File: src/rtl/fact_pkg.sv
// rtl/fact_pkg.sv - shared constants, state encoding and output decode for the factorial sequencer
//   FACT_SIZE / FACT_MAX_N : default operand width and largest accepted operand
//   ST_*                   : 3-bit state encoding shared with the datapath and top level
//   fact_out_s             : bundle of the controller's datapath/status outputs
//   fact_decode()          : Moore output decode for one state
package fact_pkg;

  localparam int FACT_SIZE  = 8;
  localparam int FACT_MAX_N = 12;

  localparam logic [2:0] ST_IDLE  = 3'd0;
  localparam logic [2:0] ST_INIT  = 3'd1;
  localparam logic [2:0] ST_CHECK = 3'd2;
  localparam logic [2:0] ST_MULT  = 3'd3;
  localparam logic [2:0] ST_DONE  = 3'd4;
  localparam logic [2:0] ST_ERR   = 3'd5;

  typedef enum logic [2:0] {
    S_IDLE  = ST_IDLE,
    S_INIT  = ST_INIT,
    S_CHECK = ST_CHECK,
    S_MULT  = ST_MULT,
    S_DONE  = ST_DONE,
    S_ERR   = ST_ERR
  } fact_state_e;

  typedef struct packed {
    logic cnt_en;
    logic cnt_load;
    logic prod_init;
    logic prod_en;
    logic busy;
    logic done;
    logic err;
  } fact_out_s;

  // Outputs owned by each state; anything not listed stays low.
  function automatic fact_out_s fact_decode(input fact_state_e s);
    fact_out_s o;
    o = '0;
    case (s)
      S_INIT: begin
        o.cnt_en    = 1'b1;
        o.cnt_load  = 1'b1;
        o.prod_init = 1'b1;
        o.busy      = 1'b1;
      end
      S_CHECK: begin
        o.busy = 1'b1;
      end
      S_MULT: begin
        o.cnt_en  = 1'b1;
        o.prod_en = 1'b1;
        o.busy    = 1'b1;
      end
      S_DONE: begin
        o.done = 1'b1;
      end
      S_ERR: begin
        o.err = 1'b1;
      end
      default: begin
        o = '0;
      end
    endcase
    return o;
  endfunction

endpackage

File: src/rtl/fact_ctrl.sv
// rtl/fact_ctrl.sv - Moore sequencer for the factorial counter + multiplier datapath
//   clk_, rst_n_  : clock (rising edge), asynchronous active-low reset
//   go_, n_       : start request and operand, sampled only while idle
//   cnt_q_        : counter value from the datapath
//   prod_ovf_     : datapath flag, the multiply in flight this cycle overflows
//   cnt_en_, cnt_load_, cnt_d_ : counter enable, load select, load value (always 1)
//   prod_init_, prod_en_       : product := 1, product := product * cnt_q_
//   busy_, done_, err_         : in flight, result valid pulse, rejected/aborted pulse
module fact_ctrl
  import fact_pkg::*;
#(
  parameter int SIZE_  = FACT_SIZE,
  parameter int MAX_N_ = FACT_MAX_N
) (
  input  logic             clk_,
  input  logic             rst_n_,
  input  logic             go_,
  input  logic [SIZE_-1:0] n_,
  input  logic [SIZE_-1:0] cnt_q_,
  input  logic             prod_ovf_,
  output logic             cnt_en_,
  output logic             cnt_load_,
  output logic [SIZE_-1:0] cnt_d_,
  output logic             prod_init_,
  output logic             prod_en_,
  output logic             busy_,
  output logic             done_,
  output logic             err_
);

  localparam logic [SIZE_-1:0] MAX_N_V = SIZE_'(MAX_N_);

  fact_state_e      state_q, state_d;
  logic [SIZE_-1:0] n_reg_q, n_reg_d;
  fact_out_s        out_q, out_d;

  always_comb begin
    state_d = state_q;
    n_reg_d = n_reg_q;
    case (state_q)
      S_IDLE: begin
        if (go_) begin
          n_reg_d = n_;
          state_d = (n_ > MAX_N_V) ? S_ERR : S_INIT;
        end
      end
      S_INIT:  state_d = S_CHECK;
      // Counter starts at 1 and walks up; it has multiplied in 1..n once it passes n.
      S_CHECK: state_d = (cnt_q_ > n_reg_q) ? S_DONE : S_MULT;
      S_MULT:  state_d = prod_ovf_ ? S_ERR : S_CHECK;
      S_DONE:  state_d = S_IDLE;
      S_ERR:   state_d = S_IDLE;
      default: state_d = S_IDLE;
    endcase
  end

  // Outputs are decoded from the next state and registered, so they line up
  // with state_q and never see a combinational path from the inputs.
  always_comb begin
    out_d = fact_decode(state_d);
  end

  always_ff @(posedge clk_ or negedge rst_n_) begin
    if (!rst_n_) begin
      state_q <= S_IDLE;
      n_reg_q <= '0;
      out_q   <= '0;
    end else begin
      state_q <= state_d;
      n_reg_q <= n_reg_d;
      out_q   <= out_d;
    end
  end

  assign cnt_en_    = out_q.cnt_en;
  assign cnt_load_  = out_q.cnt_load;
  assign prod_init_ = out_q.prod_init;
  assign prod_en_   = out_q.prod_en;
  assign busy_      = out_q.busy;
  assign done_      = out_q.done;
  assign err_       = out_q.err;
  assign cnt_d_     = SIZE_'(1);

endmodule

File: config.mk
export PLATFORM = sky130hd
export DESIGN_NAME = fact_ctrl
export DESIGN_NICKNAME = d
export VERILOG_FILES = /design/src/rtl/fact_pkg.sv /design/src/rtl/fact_ctrl.sv
export SDC_FILE = /design/constraint.sdc
export NUM_CORES = 1
export LEC_CHECK = 0
export ABC_AREA = 0
export ABC_CLOCK_PERIOD_IN_PS = 1410
export BUFFER_PORTS_ARGS = -buffer_cell sky130_fd_sc_hd__buf_2
export CAP_MARGIN = 20
export CORE_MARGIN = 4
export CORE_UTILIZATION = 42
export CTS_CLUSTER_DIAMETER = 120
export DETAILED_ROUTE_END_ITERATION = 7
export GPL_TIMING_DRIVEN = 0
export HOLD_SLACK_MARGIN = 0.03
export PLACE_DENSITY = 0.73
export SKIP_CTS_REPAIR_TIMING = 1
export SYNTH_ARGS = -nofsm -noshare
export SYNTH_HDL_FRONTEND = slang
export SYNTH_SLANG_ARGS = --single-unit
File: constraint.sdc
create_clock -name clk_ -period 1.41 [get_ports clk_]
set_input_delay 0.2115 -clock clk_ [delete_from_list [all_inputs] [get_ports clk_]]
set_output_delay 0.2115 -clock clk_ [all_outputs]
set_load 0.02 [all_outputs]
== After elaboration in Yosys (flattened, before gate mapping) ==
Index checks and enable logic that the tools add are counted.
Cells by class
  magnitude comparators: 2
  eq/ne operators: 8
  mux-type cells: 11
  reductions and logical operators: 4
Operator list (count)
  $eq 3x2->1 const B: 4
  $mux 3: 4
  $pmux 3 s4: 1
  $gt 8x4->1 const B: 1
  $gt 8x8->1: 1
  $eq 3x1->1 const B: 2
  $eq 3x3->1 const B: 2
  $mux 1: 5
  $logic_not 3->1: 1
  $reduce_or 3->1: 1
  $mux 2: 1
  $reduce_and 2->1: 1
  $reduce_or 2->1: 1
Storage, ports and cells
  flip-flop bits (word level): 18
  output and inout bits: 15

== Logic depth before layout (Yosys ltp) ==
Gate-level depths: netlist of run 1.
  word-level depth: 7
  depth in mapped cells: 7
  mapped depth without buffers: 7

== Worst setup path after synthesis of run 1 ==
OpenSTA, ideal clock, no wires.
  path type: register to register
  from: register n_reg_q[1]
  to: register state_q[2]
  arrival time: 1.401 ns
  required time: 1.283 ns
  path slack: -0.118 ns
  cell stages (with the launch flop): 8
  buffers on the path: 0
  clock period less this slack: 1.528 ns
  path through: dfrtp_1 > inv_1 > ha_1 > nor2b_1 > o211ai_1 > a211o_1 > a21oi_1 > or2_2
On the way
  longest elaborated chain between the ends: 3
RTL lines
  start: declaration: RTL line fact_ctrl.sv:34  | logic [SIZE_-1:0] n_reg_q, n_reg_d;
  start signal: assignment: RTL line fact_ctrl.sv:70  | n_reg_q <= n_reg_d;
  $gt 8x8->1: RTL line fact_ctrl.sv:49  | S_CHECK: state_d = (cnt_q_ > n_reg_q) ? S_DONE : S_MULT;
  $mux 3: RTL line fact_ctrl.sv:49
  $pmux 3 s4: RTL line fact_ctrl.sv:40  | case (state_q)
  named net state_d[2]: RTL line fact_ctrl.sv:33  | fact_state_e state_q, state_d;
  end signal: assignment: RTL line fact_ctrl.sv:69  | state_q <= state_d;
  end: declaration: RTL line fact_ctrl.sv:33
The timed path passes the listed nets, and every way through them passes these cells.
A chain may end at the register's enable or synchronous reset.

== Worst setup path in the final report of run 1 ==
  from: register n_reg_q[2]
  to: register state_q[2]
The elaborated chain is that of the path after synthesis.

==> results of run 1 <==
worst register-to-register path: cells and delay by family (launching register included):
| kind | cells | cell delay (ps) |
|---|---|---|
| flip-flops | 1 | 370 |
| AO/OA/AOI/OAI | 2 | 480 |
| AND/OR/NAND/NOR | 3 | 360 |
| buffers and inverters | 1 | 80 |
| adder cells (fa/ha/maj) | 1 | 250 |
registers in the layout (all words and copies together) (netlist names):
name	count
busy_	1
n_reg_q	8
done_	1
err_	1
cnt_en_	1
prod_en_	1
cnt_load_	1
state_q	3
routing by layer:
metal	track usage (%)	vias up	part of all wire (%)
met1	15.7	348	43
met2	22.4	30	48
met3	2.45	4	7.0
met4	4.98	0	1.6
li1	-	391	-
met5	0	-	0
power by group through the flow:
stage | logic, uW | registers (uW) | clock network (uW)
6_report | 1220 | 805 | 261
5_1_grt | 1370 | 828 | 282
4_1_cts | 947 | 796 | 257
3_5_place_dp | 942 | 806 | 0
3_3_place_gp | 897 | 799 | 0
2_1_floorplan | 607 | 874 | 0
worst max-delay path by stage:
stage / cells after the start / endpoint / slack [ps]
final: 7 / state_q[2] / -190
after detailed placement: 6 / state_q[2] / -230
after floorplan: 7 / state_q[2] / -70
after global placement: 6 / state_q[0] / -220
after global routing: 7 / state_q[2] / -260
after CTS: 6 / state_q[0] / -260
placed cells by master, fill, tap and decap left out, drive strengths merged:
cell and count:
o211ai 2, conb 8, inv 9, a21oi 4, nor3 1, clkinv 1
a211oi 1, mux2 1, buf 43, o32ai 1, dlygate4sd3 1, nor4 1
nor2b 1, nor2 4, nor4b 1, nand2 10, clkbuf 3, nand3b 1
or3 1, nor3b 1, dfrtp 17, nand4 2, and2 1, or2 1
o21ai 10, a211o 1, ha 8, a31oi 1, a21o 1
stage by stage:
step	hold slack [ps]	setup TNS, ps	setup slack [ps]	util (%)	instances
after floorplan	-84.1	-268	-65.7	-	99
after global placement	139	-1650	-220	54.7	152
after detailed placement	145	-2290	-233	54.7	152
after CTS	-165	-2580	-259	56.1	156
after global routing	153	-1500	-260	63.1	164
final	135	-935	-187	63.1	164
layout make-up:
class                      instances  area share [%]
multi-input combinational         63            38.0
sequential                        17            33.4
timing repair buffer              34            15.4
buffer                            10            5.69
inverter                           9            2.65
tap                               27            2.65
clock buffer                       3            1.76
clock inverter                     1           0.392
cell families (layout without fill, tap and decap cells):
logic type	count (synthesis)	in the layout	synth area share, %
AO/OA/AOI/OAI	21	21	13.6
adder cells (fa/ha/maj)	8	8	11.0
buffers and inverters	19	57	11.5
flip-flops	17	17	46.6
multiplexers	1	1	1.23
other	2	8	0.822
AND/OR/NAND/NOR	25	25	15.3
==> results.yml, run 1 <==
global_routing:
  grt_antenna_before_repair: 0
  overflow: 0
  grt_pass1_vias: 706
  grt_max_degree: 18
  gr-usage-all-layers_pct: 13.0
  grt_first_pass_wirelength_um: 2780
yosys:
  ys_top_cells_by_count: "17 x dfrtp_1, 10 x nand2_1, 10 x o21ai_0"
  yosysUniqueCellTypes: 27
  postSynthCellCount: 93
  ys_warn_count: 0
  synth_area_sq_um: 913
  yosysTopAreaCell: "dfrtp_1"
  synth_edf_count: 0
  syn_area_per_cell_sq_um: 9.82
  synth-seq-area-share_pct: 46.6
  synth_top_area_share_pct: 46.6
  async_flop_share_pct: 100
  synth_area_leaders: "dfrtp_1 47%, ha_1 11%, buf_4 7.4%, o21ai_0 5.5%, nand2_1 4.1%"
  ys_seq_elements: 17
  post-synth-top-count-cell: "dfrtp_1"
  synth_flop_cell: "dfrtp_1"
clocking:
  clock_sinks: 17
  cts.reportedPaths.clkPinSlew_ps: 100
  clock_tree.buffer_depth: 2
  numCtsBuffers: 3
  insertion_delay_ps: 290
  root_buffer: "clkbuf_4"
  cts_tree: "built"
  cts-htree-levels: 1
layout:
  num_antenna_cells: 0
  fin_area_sq_mm: 0.00128
  layout-drive-gt1-share_pct: 46.7
  num-nets-final: 166
  regArea_sq_um: 427
  multiInputGateArea_sq_um: 485
  nFillCells: 168
  syn_to_final_growth_pct: 39.7
sta:
  clock.fmax_mhz: 626
  hold_viol: 0
  worst_slack_ps: -187
  fin_crit_ps: 1600
  post-route-period-util_pct: 113
  skew_ps: 4.48
  drv_slew: 0
  rsz0062_at_grt: "true"
  setup_violations: 8
route:
  routed_wl_um: 1940
  routedWlPerCell_um: 11.8
  dr.pass1.iters: 4
  ant_nets: 0
  drc_errors: 0
  num_vias: 773
  avgViaCountPerCell: 4.71
  drtIter0Drc: 6
place:
  place.gp.congestion: 0.727
  port_buffers: 26
  hpwl_um: 1450
  place_area_sq_mm: 0.00111
power:
  p_switching_uw: 908
  p_comb_share_pct: 53.4
  powerDensity_mw_per_mm2: 1790
  p_clk_share_pct: 11.4
  p_seq_share_pct: 35.2
  peakVddDrop_uv: 878
  sw_frac_of_total_pct: 39.6
  cell_internal_pwr_uw: 1380
  p_leak_uw: 0.000656
  power_uw: 2290
run:
  maxCapViolations: 0
worst_setup_path:
  timing_worst_setup_path_type: "flip-flop to flip-flop"
  cp.arrival_ps: 1830
  path_buf_inv: 1
  crit_path_end_kind: "flip-flop"
  cp-startpoint: "n_reg_q[2]"
  worstReg2RegStart: "n_reg_q[2]"
  cp-start-kind: "flip-flop"
  reg2reg_setup_slack_ps: -190
  cp_max_fo: 3
  cp_slowest_stage_delay_ps: 370
  path_cells: "inv_1 -> ha_1 -> nand4_1 -> nor2_1 -> a211o_1 -> a21oi_2 -> or2_4"
  r2r-end: "state_q[2]"
  crit_required_ps: 1650
  cpLargestDelayFamily: "compound AO/OA/AOI/OAI gates"
  critical-path-slowest-cell: "dfrtp_1"
  reg2reg_depth: 7
die:
  die_h_um: 54.6
  ios: 35
  fp-row-count: 16
  die_x_um: 54.6
  core_sq_mm: 0.00202
  die_area_sq_mm: 0.00298
  start_util_pct: 45.2
worst_hold_path:
  hold_end: "n_reg_q[1]"
  hold_path.class: "primary input to flip-flop"
  min_from: "n_[1]"
  hold_depth: 3
status:
  status: "complete, but fails checks"
  violations: "setup timing"
(Power assumes the default switching activity.)
==> inputs of run 2 (changes only) <==
Settings changed: CORE_ASPECT_RATIO set to 1.1, PLACE_DENSITY 0.73 to 0.77.
==> run 2 against run 1 <==
Compared with the run above: the run still ends with setup timing left; sequential power decreased by 1%; cell area down 4.2%; setup slack better by 43 ps; clock-buffer cell count did not move; global-route usage down 0.30 points; sequential share of layout area rose by 1.5 points; utilization decreased by 3.3 points; maximum frequency is 2.8% higher.
==> results.yml, run 2 (synthesis gave the netlist of run 1 again) <==
status:
  status: "complete, but fails checks"
  violations: "setup timing"
sta:
  hold_viol: 0
  clock.fmax_mhz: 644
  post-route-period-util_pct: 110
  skew_ps: 1.14
  worst_slack_ps: -144
  drv_slew: 0
  rsz0062_at_grt: "true"
  setup_violations: 7
  setup_tns_ps: -765
  fin_crit_ps: 1550
worst_setup_path:
  worstReg2RegStart: "n_reg_q[1]"
  crit_required_ps: 1650
  r2r-end: "state_q[2]"
  cp_slowest_stage_delay_ps: 360
  path_cells: "inv_2 -> ha_4 -> nor2b_1 -> o211ai_1 -> a211o_1 -> a21oi_2 -> or2_4"
  crit_path_end: "state_q[2]"
  critical-path-slowest-cell: "dfrtp_1"
  cp.arrival_ps: 1790
  crit_path_end_kind: "flip-flop"
  timing_worst_setup_path_type: "flip-flop to flip-flop"
  reg2reg_setup_slack_ps: -140
  cp-startpoint: "n_reg_q[1]"
  cp-start-kind: "flip-flop"
  cp_max_fo: 3
  reg2reg_depth: 7
route:
  ant_nets: 0
  avgViaCountPerCell: 4.64
  routedWlPerCell_um: 11.1
  dr.pass1.iters: 4
  num_vias: 761
  routed_wl_um: 1830
  drc_errors: 0
  drtIter0Drc: 3
layout:
  multiInputGateArea_sq_um: 439
  num-nets-final: 165
  final_cell_mix: "26 x buf_2, 16 x buf_4, 16 x dfrtp_1"
  layout_commonest_cell: "buf_2"
  nFillCells: 201
  top_register: "n_reg_q"
  largest_reg_flops: 8
  fin_util_pct: 59.9
  regArea_sq_um: 427
  syn_to_final_growth_pct: 33.8
  reg.largest.list: "n_reg_q (8), state_q (3)"
  layout-drive-gt1-share_pct: 40.4
  num_antenna_cells: 0
die:
  ios: 35
  die_h_um: 56.9
  die_area_sq_mm: 0.00299
  fp-row-count: 17
  start_util_pct: 44.7
  die_x_um: 52.5
  core_sq_mm: 0.00204
place:
  pre_cts_slack_ps: -180
  place.gp.congestion: 0.769
  hpwl_um: 1360
  port_buffers: 26
clocking:
  numCtsBuffers: 3
  cts_tree: "built"
  clock_sinks: 17
  root_buffer: "clkbuf_4"
  cts.reportedPaths.clkPinSlew_ps: 100
  insertion_delay_ps: 290
  clock_tree.buffer_depth: 2
  cts-htree-levels: 1
power:
  peakVddDrop_uv: 797
  p_leak_uw: 0.000640
  power_uw: 2140
  powerDensity_mw_per_mm2: 1750
global_routing:
  grt_pass1_vias: 659
  grt_antenna_before_repair: 0
  grt_first_pass_wirelength_um: 2750
  grt_max_degree: 18
  overflow: 0
  gr-usage-all-layers_pct: 12.7
run:
  maxCapViolations: 0
worst_hold_path:
  hold_path.class: "primary input to flip-flop"
-- run 2: changes by cell type in the layout (fill, tap and decap cells not counted), moves of 2 or more --
cell,change
inv_1,+2
ha_1,+2
ha_4,-2
inv_2,-2
-- run 2: power breakdown --
part	switching (uW)	leakage [uW]	internal (uW)
Combinational	588	0.000408	497
Clock	152	0.0000177	106
Sequential	97.9	0.000214	698
-- run 2: layout make-up --
cell class	instances	share of cell area, %
Buffer	10	6.14
Tap cell	28	2.87
Clock buffer	3	1.84
Clock inverter	1	0.409
Multi-Input combinational cell	63	35.9
Sequential cell	17	34.9
Timing Repair Buffer	33	15.1
Inverter	9	2.76
-- run 2: worst max-delay path, delay by kind of cell, from the launching register on --
family	cells	cell delay, ps
buffers and inverters	1	50
DFF	1	360
and+or+nand+nor	2	250
AOI/OAI and AO/OA	3	580
adders and majority gates	1	260
-- run 2: how the worst min path moves through the flow --
stage | startpoint | endpoint | cells after the start
2_1_floorplan | rst_n_ | busy_ | 0
3_3_place_gp | rst_n_ | err_ | 1
3_5_place_dp | rst_n_ | err_ | 1
4_1_cts | rst_n_ | err_ | 1
5_1_grt | n_[1] | n_reg_q[1] | 3
6_report | n_[5] | n_reg_q[5] | 3
-- run 2: metrics by stage --
stage,cell area (sq um),std cells,hold WS (ps)
after global placement,1110,153,146
final,1220,164,135
after CTS,1130,157,-170
after global routing,1220,164,133
after floorplan,942,99,-84.1
after detailed placement,1110,153,148
-- run 2: routing by layer --
layer / vias to the layer above / global-route usage (%) / share of wire, %
met5: - / 0 / 0
met4: 0 / 9.85 / 2.5
met3: 4 / 2.65 / 5.7
met2: 24 / 19.1 / 50
met1: 344 / 15.3 / 41
li1: 389 / - / -
